$ cat src/rtl/obi_mem_arbiter.sv
// obi_mem_arbiter: shares one OBI memory port between instr and data masters.
// Define MEM_ARB_FIXED_PRIO_EN to make data win every conflict.
module obi_mem_arbiter #(
   parameter int ADDR_WIDTH_BIT  = 32,
   parameter int DATA_WIDTH_BIT  = 32,
   parameter int MAX_OUTSTANDING = 4
) (
   input  logic                        clk_i,
   input  logic                        rst_i,
   input  logic                        instr_req_i,
   output logic                        instr_gnt_o,
   input  logic [ADDR_WIDTH_BIT-1:0]   instr_addr_i,
   input  logic                        instr_we_i,
   input  logic [DATA_WIDTH_BIT/8-1:0] instr_be_i,
   input  logic [DATA_WIDTH_BIT-1:0]   instr_wdata_i,
   output logic                        instr_rvalid_o,
   output logic [DATA_WIDTH_BIT-1:0]   instr_rdata_o,
   input  logic                        data_req_i,
   output logic                        data_gnt_o,
   input  logic [ADDR_WIDTH_BIT-1:0]   data_addr_i,
   input  logic                        data_we_i,
   input  logic [DATA_WIDTH_BIT/8-1:0] data_be_i,
   input  logic [DATA_WIDTH_BIT-1:0]   data_wdata_i,
   output logic                        data_rvalid_o,
   output logic [DATA_WIDTH_BIT-1:0]   data_rdata_o,
   output logic                        mem_req_o,
   input  logic                        mem_gnt_i,
   output logic [ADDR_WIDTH_BIT-1:0]   mem_addr_o,
   output logic                        mem_we_o,
   output logic [DATA_WIDTH_BIT/8-1:0] mem_be_o,
   output logic [DATA_WIDTH_BIT-1:0]   mem_wdata_o,
   input  logic                        mem_rvalid_i,
   input  logic [DATA_WIDTH_BIT-1:0]   mem_rdata_i,
   output logic                        err_o
);

   localparam int PW = $clog2(MAX_OUTSTANDING);
   localparam int CW = PW + 1;
   localparam logic [CW-1:0] DEPTH = CW'(MAX_OUTSTANDING);

   typedef enum logic {
      S_OPEN,
      S_LOCK
   } lock_state_t;

   lock_state_t state_q, state_d;
   logic lock_src_q, lock_src_d;
   logic rr_last_q;
   logic [MAX_OUTSTANDING-1:0] src_fifo_q;
   logic [PW-1:0] rptr_q, wptr_q;
   logic [CW-1:0] count_q;
   logic err_q;

   logic locked, both, arb_both;
   logic sel, sel_req, issue, hs;
   logic full, empty, pop, spurious, head;

   assign locked = (state_q == S_LOCK);
   assign both   = instr_req_i & data_req_i;

`ifdef MEM_ARB_FIXED_PRIO_EN
   assign arb_both = 1'b1;
`else
   assign arb_both = ~rr_last_q;
`endif

   always_comb begin
      unique case (1'b1)
         locked:           sel = lock_src_q;
         !locked && both:  sel = arb_both;
         !locked && !both: sel = data_req_i;
         default:          sel = 1'b0;
      endcase
   end

   // full uses the pre-pop count: a same-cycle response never frees a slot
   assign full     = (count_q == DEPTH);
   assign empty    = (count_q == '0);
   assign sel_req  = sel ? data_req_i : instr_req_i;
   assign issue    = ~full & sel_req;
   assign hs       = issue & mem_gnt_i;
   assign pop      = mem_rvalid_i & ~empty;
   assign spurious = mem_rvalid_i & empty;
   assign head     = src_fifo_q[rptr_q];

   always_ff @(posedge clk_i) begin
      if (rst_i) begin
         state_q    <= S_OPEN;
         lock_src_q <= 1'b0;
      end else begin
         state_q    <= state_d;
         lock_src_q <= lock_src_d;
      end
   end

   // a locked master that drops req releases the lock without error
   always_comb begin
      state_d    = state_q;
      lock_src_d = lock_src_q;
      unique case (state_q)
         S_OPEN: begin
            if (issue && !mem_gnt_i) begin
               state_d    = S_LOCK;
               lock_src_d = sel;
            end
         end
         S_LOCK: begin
            if (hs || !sel_req) state_d = S_OPEN;
         end
         default: state_d = S_OPEN;
      endcase
   end

   always_comb begin
      mem_req_o      = 1'b0;
      instr_gnt_o    = 1'b0;
      data_gnt_o     = 1'b0;
      mem_addr_o     = '0;
      mem_we_o       = 1'b0;
      mem_be_o       = '0;
      mem_wdata_o    = '0;
      instr_rvalid_o = 1'b0;
      data_rvalid_o  = 1'b0;
      if (issue && !rst_i) begin
         mem_req_o   = 1'b1;
         instr_gnt_o = hs & ~sel;
         data_gnt_o  = hs & sel;
         mem_addr_o  = sel ? data_addr_i : instr_addr_i;
         mem_we_o    = sel ? data_we_i : instr_we_i;
         mem_be_o    = sel ? data_be_i : instr_be_i;
         mem_wdata_o = sel ? data_wdata_i : instr_wdata_i;
      end
      if (pop && !rst_i) begin
         instr_rvalid_o = ~head;
         data_rvalid_o  = head;
      end
   end

   assign instr_rdata_o = rst_i ? '0 : mem_rdata_i;
   assign data_rdata_o  = rst_i ? '0 : mem_rdata_i;
   assign err_o         = err_q & ~rst_i;

   always_ff @(posedge clk_i) begin
      if (rst_i) begin
         rr_last_q  <= 1'b1;
         src_fifo_q <= '0;
         rptr_q     <= '0;
         wptr_q     <= '0;
         count_q    <= '0;
         err_q      <= 1'b0;
      end else begin
         if (hs) begin
            src_fifo_q[wptr_q] <= sel;
            wptr_q             <= wptr_q + PW'(1);
            rr_last_q          <= sel;
         end
         if (pop) rptr_q <= rptr_q + PW'(1);
         if (hs && !pop) count_q <= count_q + CW'(1);
         else if (!hs && pop) count_q <= count_q - CW'(1);
         if (spurious) err_q <= 1'b1;
      end
   end

endmodule

$ cat config.mk
export PLATFORM = sky130hd
export DESIGN_NAME = obi_mem_arbiter
export DESIGN_NICKNAME = d
export VERILOG_FILES = /design/src/rtl/obi_mem_arbiter.sv
export SDC_FILE = /design/constraint.sdc
export NUM_CORES = 1
export LEC_CHECK = 0
export ABC_AREA = 0
export CAP_MARGIN = 30
export CORE_AREA = 2 2 122 124
export DETAILED_ROUTE_END_ITERATION = 8
export DIE_AREA = 0 0 124 126
export PLACE_DENSITY = 0.75
export SKIP_CTS_REPAIR_TIMING = 1
export SKIP_LAST_GASP = 1
export SLEW_MARGIN = 20
export SYNTH_ARGS = -nofsm -noshare
export SYNTH_HDL_FRONTEND = slang
export SYNTH_SLANG_ARGS = --single-unit
$ cat constraint.sdc
create_clock -name clk_i -period 2.08 [get_ports clk_i]
set_input_delay 0.416 -clock clk_i [delete_from_list [all_inputs] [get_ports clk_i]]
set_output_delay 0.416 -clock clk_i [all_outputs]
set_load 0.05 [all_outputs]
==> results of run 1 <==
## sequential cells by signal, indices dropped and copies added (netlist names)
signal,cells
rptr_q,2
wptr_q,2
locked,1
lock_src_q,1
rr_last_q,1
err_q,1
src_fifo_q,4
count_q,3
## stage by stage
step            util  hold slack [ns]  setup slack, ns  total power [mW]
6_report       0.591            0.468           -0.275              5.28
5_1_grt        0.591            0.527           -0.320              5.49
4_1_cts        0.546            0.473           -0.694              4.83
3_5_place_dp   0.540            0.459           -0.677              4.44
3_3_place_gp   0.540            0.456           -0.575              4.36
2_1_floorplan      -            0.429           -0.337              2.65
## layer usage
layer	up-vias	track usage
li1	1643	-
met1	1618	0.165
met2	199	0.334
met3	20	0.0516
met4	0	0.0264
met5	-	0
## placed cells by master (no fill, tap or decap), types with 2 or more instances in the layout
cell type	netlist	routed
nor3b_2	0	2
dfxtp_2	0	3
nor2b_1	33	18
nor2b_2	0	15
ha_1	5	4
dlymetal6s2s_1	0	2
nor2_4	69	69
a311oi_2	4	4
dfxtp_1	15	10
inv_1	4	2
mux2i_2	0	25
or3_4	0	2
clkbuf_16	0	10
mux2i_4	0	20
buf_4	34	35
a21oi_1	6	5
dfxtp_4	0	2
buf_6	3	10
xor2_1	4	4
inv_2	1	3
nor2_1	10	10
buf_12	7	138
buf_16	0	4
clkdlybuf4s50_1	0	171
or3b_1	2	2
mux2i_1	72	27
## worst max-delay path, delay by kind of cell (launching register included)
kind | cells | cell delay (ns)
compound gates | 1 | 0.24
buf+inv | 3 | 0.48
mux | 1 | 0.42
simple gates | 2 | 0.20
flops | 1 | 0.36
## cells by family (layout without fill, tap and decap cells)
group	Yosys count	after routing	share of synthesized area
other cells	0	1	0
buf+inv	60	379	0.179
mux	73	73	0.247
flops	15	15	0.100
simple gates	130	131	0.380
xor+xnor	5	5	0.0146
fa+ha+maj	6	6	0.0275
compound gates	16	16	0.0512
## worst paths after layout
check        startpoint            end  slack [ns]  depth (start not counted)
max reg2reg  count_q[0]     count_q[2]       -0.07                          9
max              locked  mem_addr_o[0]       -0.27                          7
min               err_q          err_q        0.47                          2
min reg2reg       err_q          err_q        0.47                          2
## power breakdown
part	total, mW	switching [mW]	internal [mW]
sequential	0.453	0.0880	0.365
clock	0.371	0.115	0.256
combinational	4.45	2.21	2.25
total	5.28	2.41	2.87
## cell usage after synthesis, types with 2 or more instances
cell type	count
nor2_1	10
xor2_1	4
nor3_1	3
ha_1	5
dfxtp_1	15
or3_1	2
clkbuf_1	5
or3b_1	2
nor2b_1	33
inv_1	4
buf_6	3
buf_4	34
a21oi_1	6
nor2_4	69
nor3b_1	3
a311oi_2	4
mux2i_1	72
buf_2	2
buf_12	7
clkbuf_4	2
## layout make-up
type / instances / share of cell area
multi-input combinational: 231 / 0.311
timing repair buffer: 370 / 0.613
clock inverter: 1 / 0.000591
sequential: 15 / 0.0368
antenna: 1 / 0.000296
inverter: 5 / 0.00222
clock buffer: 3 / 0.00887
tap: 184 / 0.0272
==> summary.md, run 1 <==
| Metric | Value |
|---|---|
| Status | finished, violations left |
| Violated checks | negative setup slack |
| Clock Skew | approximately 0.0036 ns |
| Setup Crit Path Kind | reg2out |
| Max-Cap Viols | 0 |
| M1 wire length | 4.93 mm |
| Syn nets | between 400 and 500 |
| Number of synthesized register bits | 15 |
| Starting density of the core | 0.210 |
| Post-route ant nets | 0 |
| WP data arrival | 1.94 ns |
| Area occupied by multi-input gates | 2630 µm² |
| CTS sink count | 15 |
| Clk pin slew, worst setup/hold paths | 0.05 ns |
| Crit path required time | between 1.5 and 2 ns |
| Clock latency on the worst-skew pair | 0.24 ns |
| RSZ-0062 raised after global routing | yes |
| EDFF count, synth | 0 |
| DIE AREA | 15600 µm² |
| Yosys cell types | 40 |
| Clock H-tree levels | 1 |
| Detailed Route Iter0 Violations | a little over 90 |
| Pwr dens | just over 600 nW/µm² |
| Worst Setup Slack, final | -0.275 ns |
| Fin Setup TNS | -13.51 ns |
| First-pass GRT wire length | a little over 20 mm |
| Longest Clk Path Bufs | 2 |
| Total number of vias | 3480 |
| Placed instance area | slightly below 8000 µm² |
| PortBufs | about 310 |
| Layout cells sized above 1 | 0.576 |
| Asr flop ratio synth | 0 |
| HP Class | reg2reg |
| Shortest clock period the worst path allows after layout | between 2 and 2.5 ns |
| Register area | approximately 310 µm² |
| IO Count | ~320 |
| Maximum vdd drop | 0.000322 V |
| Fillers | about 1100 |
| Pleak | about 3.3 nW |
| Metal3 WL | roughly 1.6 mm |
| Sequential-to-total area share from yosys stat | 0.100 |
| Post-synthesis area per instance | slightly below 10 µm² |
| Critical Path Source Type | register |
| Crit-path max FO | 7 |
| Die width | 124 µm |
| Setup violations, final | 73 |
| Worst path max stage delay | approximately 0.42 ns |
| Initial antenna violation count | 1 |
| Least-Margin Pin Slew | 0.441 ns |
| Synthesized area | ~3000 µm² |
| Die Span Y | 126 µm |
| YS warnings | 0 |
| Core area | between 10000 and 15000 µm² |
| Crit-path most repeated cell | buf_12 |
| CTS Buf Count | 3 |
| Post-DP HPWL | between 10 and 15 mm |
| Vias in the first global route | ~3700 |
| Endpoint type of the worst setup path | output pin |
| Total GRT Usage | 0.166 |
| Synth area leaders | nor2_4 (26%), mux2i_1 (24%), dfxtp_1 (10%) |
| TritonCTS clock tree | done |
| Largest net degree at the start of global routing | 53 |
| CTS root buf | clkbuf_16 |
| Area delta synth->final | 182% |
| Final Hold Viols | 0 |
| Routed WL | ~15 mm |
| Fin area | 8460 µm² |
| Dominant synthesized flop cell | dfxtp_1 |
| Leading area contributor after synthesis | nor2_4 |
| # DRC | 0 |
| F_max | roughly 0.42 GHz |
| Slew HR | 0.697 |
| Max layer used | met4 |
| Final Max Slew Viols | 0 |
| Yosys top cell area share | 0.259 |
| CP cell instances | and2_4, a31oi_4, buf_12, buf_6, mux2i_1, nor2_4, buf_12 |
| Cell count after synthesis | 305 |
| Cell row count | 44 |
| Final-stage net count | between 800 and 900 |
| WL per Instance | approximately 19 µm |
| Non-Filler Instances | a little over 800 |
| Slowest CP cell | mux2i_1 |
| GRT overflow | 0 |
| Placed Cells | 802 |
| First-pass DRT Iterations | 4 |
| GP Congestion | about 0.8 |
| Final period utilization | 1.13 |
| Met2 Routed Length | approximately 8.3 mm |
| Via/cell ratio | about 4.3 |
Note: power is estimated with default switching activity, not from simulation.
==> inputs of run 2 (changes only) <==
==> constraint.sdc (replaced) <==
create_clock -name clk_i -period 1.96 [get_ports clk_i]
set_input_delay 0.392 -clock clk_i [delete_from_list [all_inputs] [get_ports clk_i]]
set_output_delay 0.392 -clock clk_i [all_outputs]
set_load 0.05 [all_outputs]
==> summary.md, run 2 (same netlist as run 1, synthesis figures left out) <==
| Metric | Value |
|---|---|
| Post-route ant nets | 0 (unchanged) |
| Pleak | 3.35 nW (+1.1%) |
| Endpoint type of the worst setup path | output pin |
| First-pass GRT wire length | 19.1 mm (-5.7%) |
| CP cell instances | and2_4, a31oi_4, buf_12, clkbuf_16, mux2i_1, nor2_4, buf_8 |
| Final Max Slew Viols | 0 (unchanged) |
| Largest net degree at the start of global routing | 36 (-32%) |
| Die width | 124 µm (unchanged) |
| Maximum vdd drop | 0.000579 V (+80%) |
| Routed WL | 16.0 mm (+5.6%) |
| Int Pwr | 3.03 mW (+5.5%) |
| TritonCTS clock tree | done |
| Cell row count | 44 (unchanged) |
| F_max | about 0.43 GHz |
| Placed instance area | 7190 µm² (-7.0%) |
| Setup Crit Path Kind | reg2out |
| Detailed Route Iter0 Violations | 42 (-54%) |
| Crit path buf inv count | 3 (unchanged) |
| Fillers | 1073 (-0.74%) |
| HP Class | reg2reg |
| Area delta synth->final | 183% |
| Least-Margin Pin Slew | 0.568 ns (+0.126 ns) |
| Final-stage net count | 813 (+0.62%) |
| Number of diodes | 0 (-1) |
| Status | finished, violations left |
| M1 wire length | 5.47 mm (+11%) |
| Max-Cap Viols | 0 (unchanged) |
| Most common cell after layout, fill and taps aside | clkdlybuf4s50_1 |
| Crit path required time | 1.57 ns (-0.09 ns) |
| Sw frac | 0.463 (+0.00659) |
| Max layer used | met4 |
| Clock power share | 0.072 (+0.002) |
| Metal3 WL | 1.11 mm (-29%) |
| Initial antenna violation count | 0 (-1) |
| Violated checks | negative setup slack |
| RSZ-0062 raised after global routing | yes |
| CTS sink count | 15 (unchanged) |
| Most frequent cells in the layout | clkdlybuf4s50_1 (171), buf_12 (109), nor2_4 (69) |
| Placed Cells | 786 (-2.0%) |
| Regs by FF count | src_fifo_q x4, count_q x3 |
| Final Hold Viols | 0 (unchanged) |
| Total number of vias | 3465 (-0.43%) |
| Max reg flops | 4 (unchanged) |
| Total GRT Usage | 0.156 (-0.00983) |
| Net Switching | 2.61 mW (+8.3%) |
| Clk pin slew, worst setup/hold paths | 0.05 ns (about the same) |
| Starting density of the core | 0.210 (unchanged) |
| Top delay family on crit path | buffers and inverters |
| Slew HR | 0.621 (-0.0765) |
| Clock latency on the worst-skew pair | 0.25 ns (about the same) |
| Via/cell ratio | 4.26 (-0.92%) |
| Crit-path max FO | 13 (+6) |
| Die Span Y | 126 µm (unchanged) |
| CTS Buf Count | 3 (unchanged) |
| # DRC | 0 (unchanged) |
| GRT overflow | 0 (unchanged) |
| PortBufs | 314 (unchanged) |
| Reg power frac | 0.085 (about the same) |
| Non-Filler Instances | 814 (+0.49%) |
| Pwr dens | 664 nW/µm² (+6.4%) |
| Worst Setup Slack, final | -0.363 ns (-0.0880 ns) |
| Total Power | 5.64 mW (+6.8%) |
| Setup violations, final | 73 (unchanged) |
| WP data arrival | 1.93 ns (about the same) |
| Fin area | 8500 µm² (+0.40%) |
| Fin Setup TNS | -22.48 ns (-8.97 ns) |
| First-pass DRT Iterations | 4 (unchanged) |
| IO Count | 315 (unchanged) |
| Worst path max stage delay | 0.36 ns (-0.06 ns) |
| GP Congestion | 0.891 (+11%) |
| Slowest CP cell | dfxtp_4 |
| Shortest clock period the worst path allows after layout | about 2.3 ns |
| Post-DP HPWL | 11.4 mm (-5.1%) |
| Clock Skew | 0.00391 ns (+0.000301 ns) |
| Logic pwr share | 0.843 (about the same) |
| Clock H-tree levels | 1 (unchanged) |
| WL per Instance | 19.6 µm (+5.1%) |
| Biggest register | src_fifo_q |
| Met2 Routed Length | 9.00 mm (+8.6%) |
| Critical Path Source Type | register |
| Layout cells sized above 1 | 0.570 (-0.00616) |
| CTS root buf | clkbuf_16 |
| Core area | 14300 µm² (unchanged) |
| DIE AREA | 15600 µm² (unchanged) |
| Vias in the first global route | 3451 (-7.1%) |
| Final period utilization | 1.19 |
| Longest Clk Path Bufs | 2 (unchanged) |
-- run 2: cell count changes in the layout (fill, tap and decap cells not counted), sizes merged --
cell | before | now
dlymetal6s2s | 2 | 3
buf | 189 | 192
clkbuf | 11 | 12
diode | 1 | 0
-- run 2: routing by layer --
layer	vias up	GRT usage
met4	0	0.0311
met1	1635	0.164
met5	-	0
li1	1652	-
met2	149	0.318
met3	29	0.0263
-- run 2: final cells by class --
type | count | area (µm²) | share of cell area
clock inverters | 1 | 5.00 | 0.000589
well taps | 184 | 230 | 0.0271
repair buffers | 375 | 5030 | 0.592
multi-input cells | 231 | 2820 | 0.332
flip-flops and latches | 15 | 315 | 0.0371
clock buffers | 3 | 75.1 | 0.00884
inverters | 5 | 21.3 | 0.00250
-- run 2: worst paths after layout --
kind | startpoint | endpoint | slack [ns] | depth (start not counted)
worst max-delay path | locked | mem_addr_o[28] | -0.36 | 7
worst min-delay path | err_q | err_q | 0.47 | 2
worst max register to register | locked | count_q[2] | -0.15 | 8
worst min register to register | err_q | err_q | 0.47 | 2
-- run 2: worst reg2reg max path, cell delays in order (launching register included) --
cell	delay, ns
dfxtp_4	0.36
a21boi_2	0.22
o2111a_2	0.30
ha_4	0.15
inv_2	0.03
fa_2	0.33
xor2_1	0.18
or3_1	0.33
a21oi_2	0.13
-- run 2: metrics by stage --
step	worst slack, ns	util	hold WS (ns)
floorplan	-0.209	-	0.429
detailed placement	-0.705	0.503	0.461
global placement	-0.697	0.503	0.454
CTS	-0.737	0.508	0.477
finish	-0.363	0.594	0.471
global route	-0.441	0.594	0.525
-- run 2: power groups by stage --
stage	Combinational [mW]	Sequential (mW)	Clock [mW]
after CTS	3.87	0.460	0.410
after global placement	3.78	0.456	0
final	4.75	0.479	0.408
after floorplan	2.34	0.443	0
after detailed placement	3.85	0.465	0
after global routing	4.94	0.490	0.424
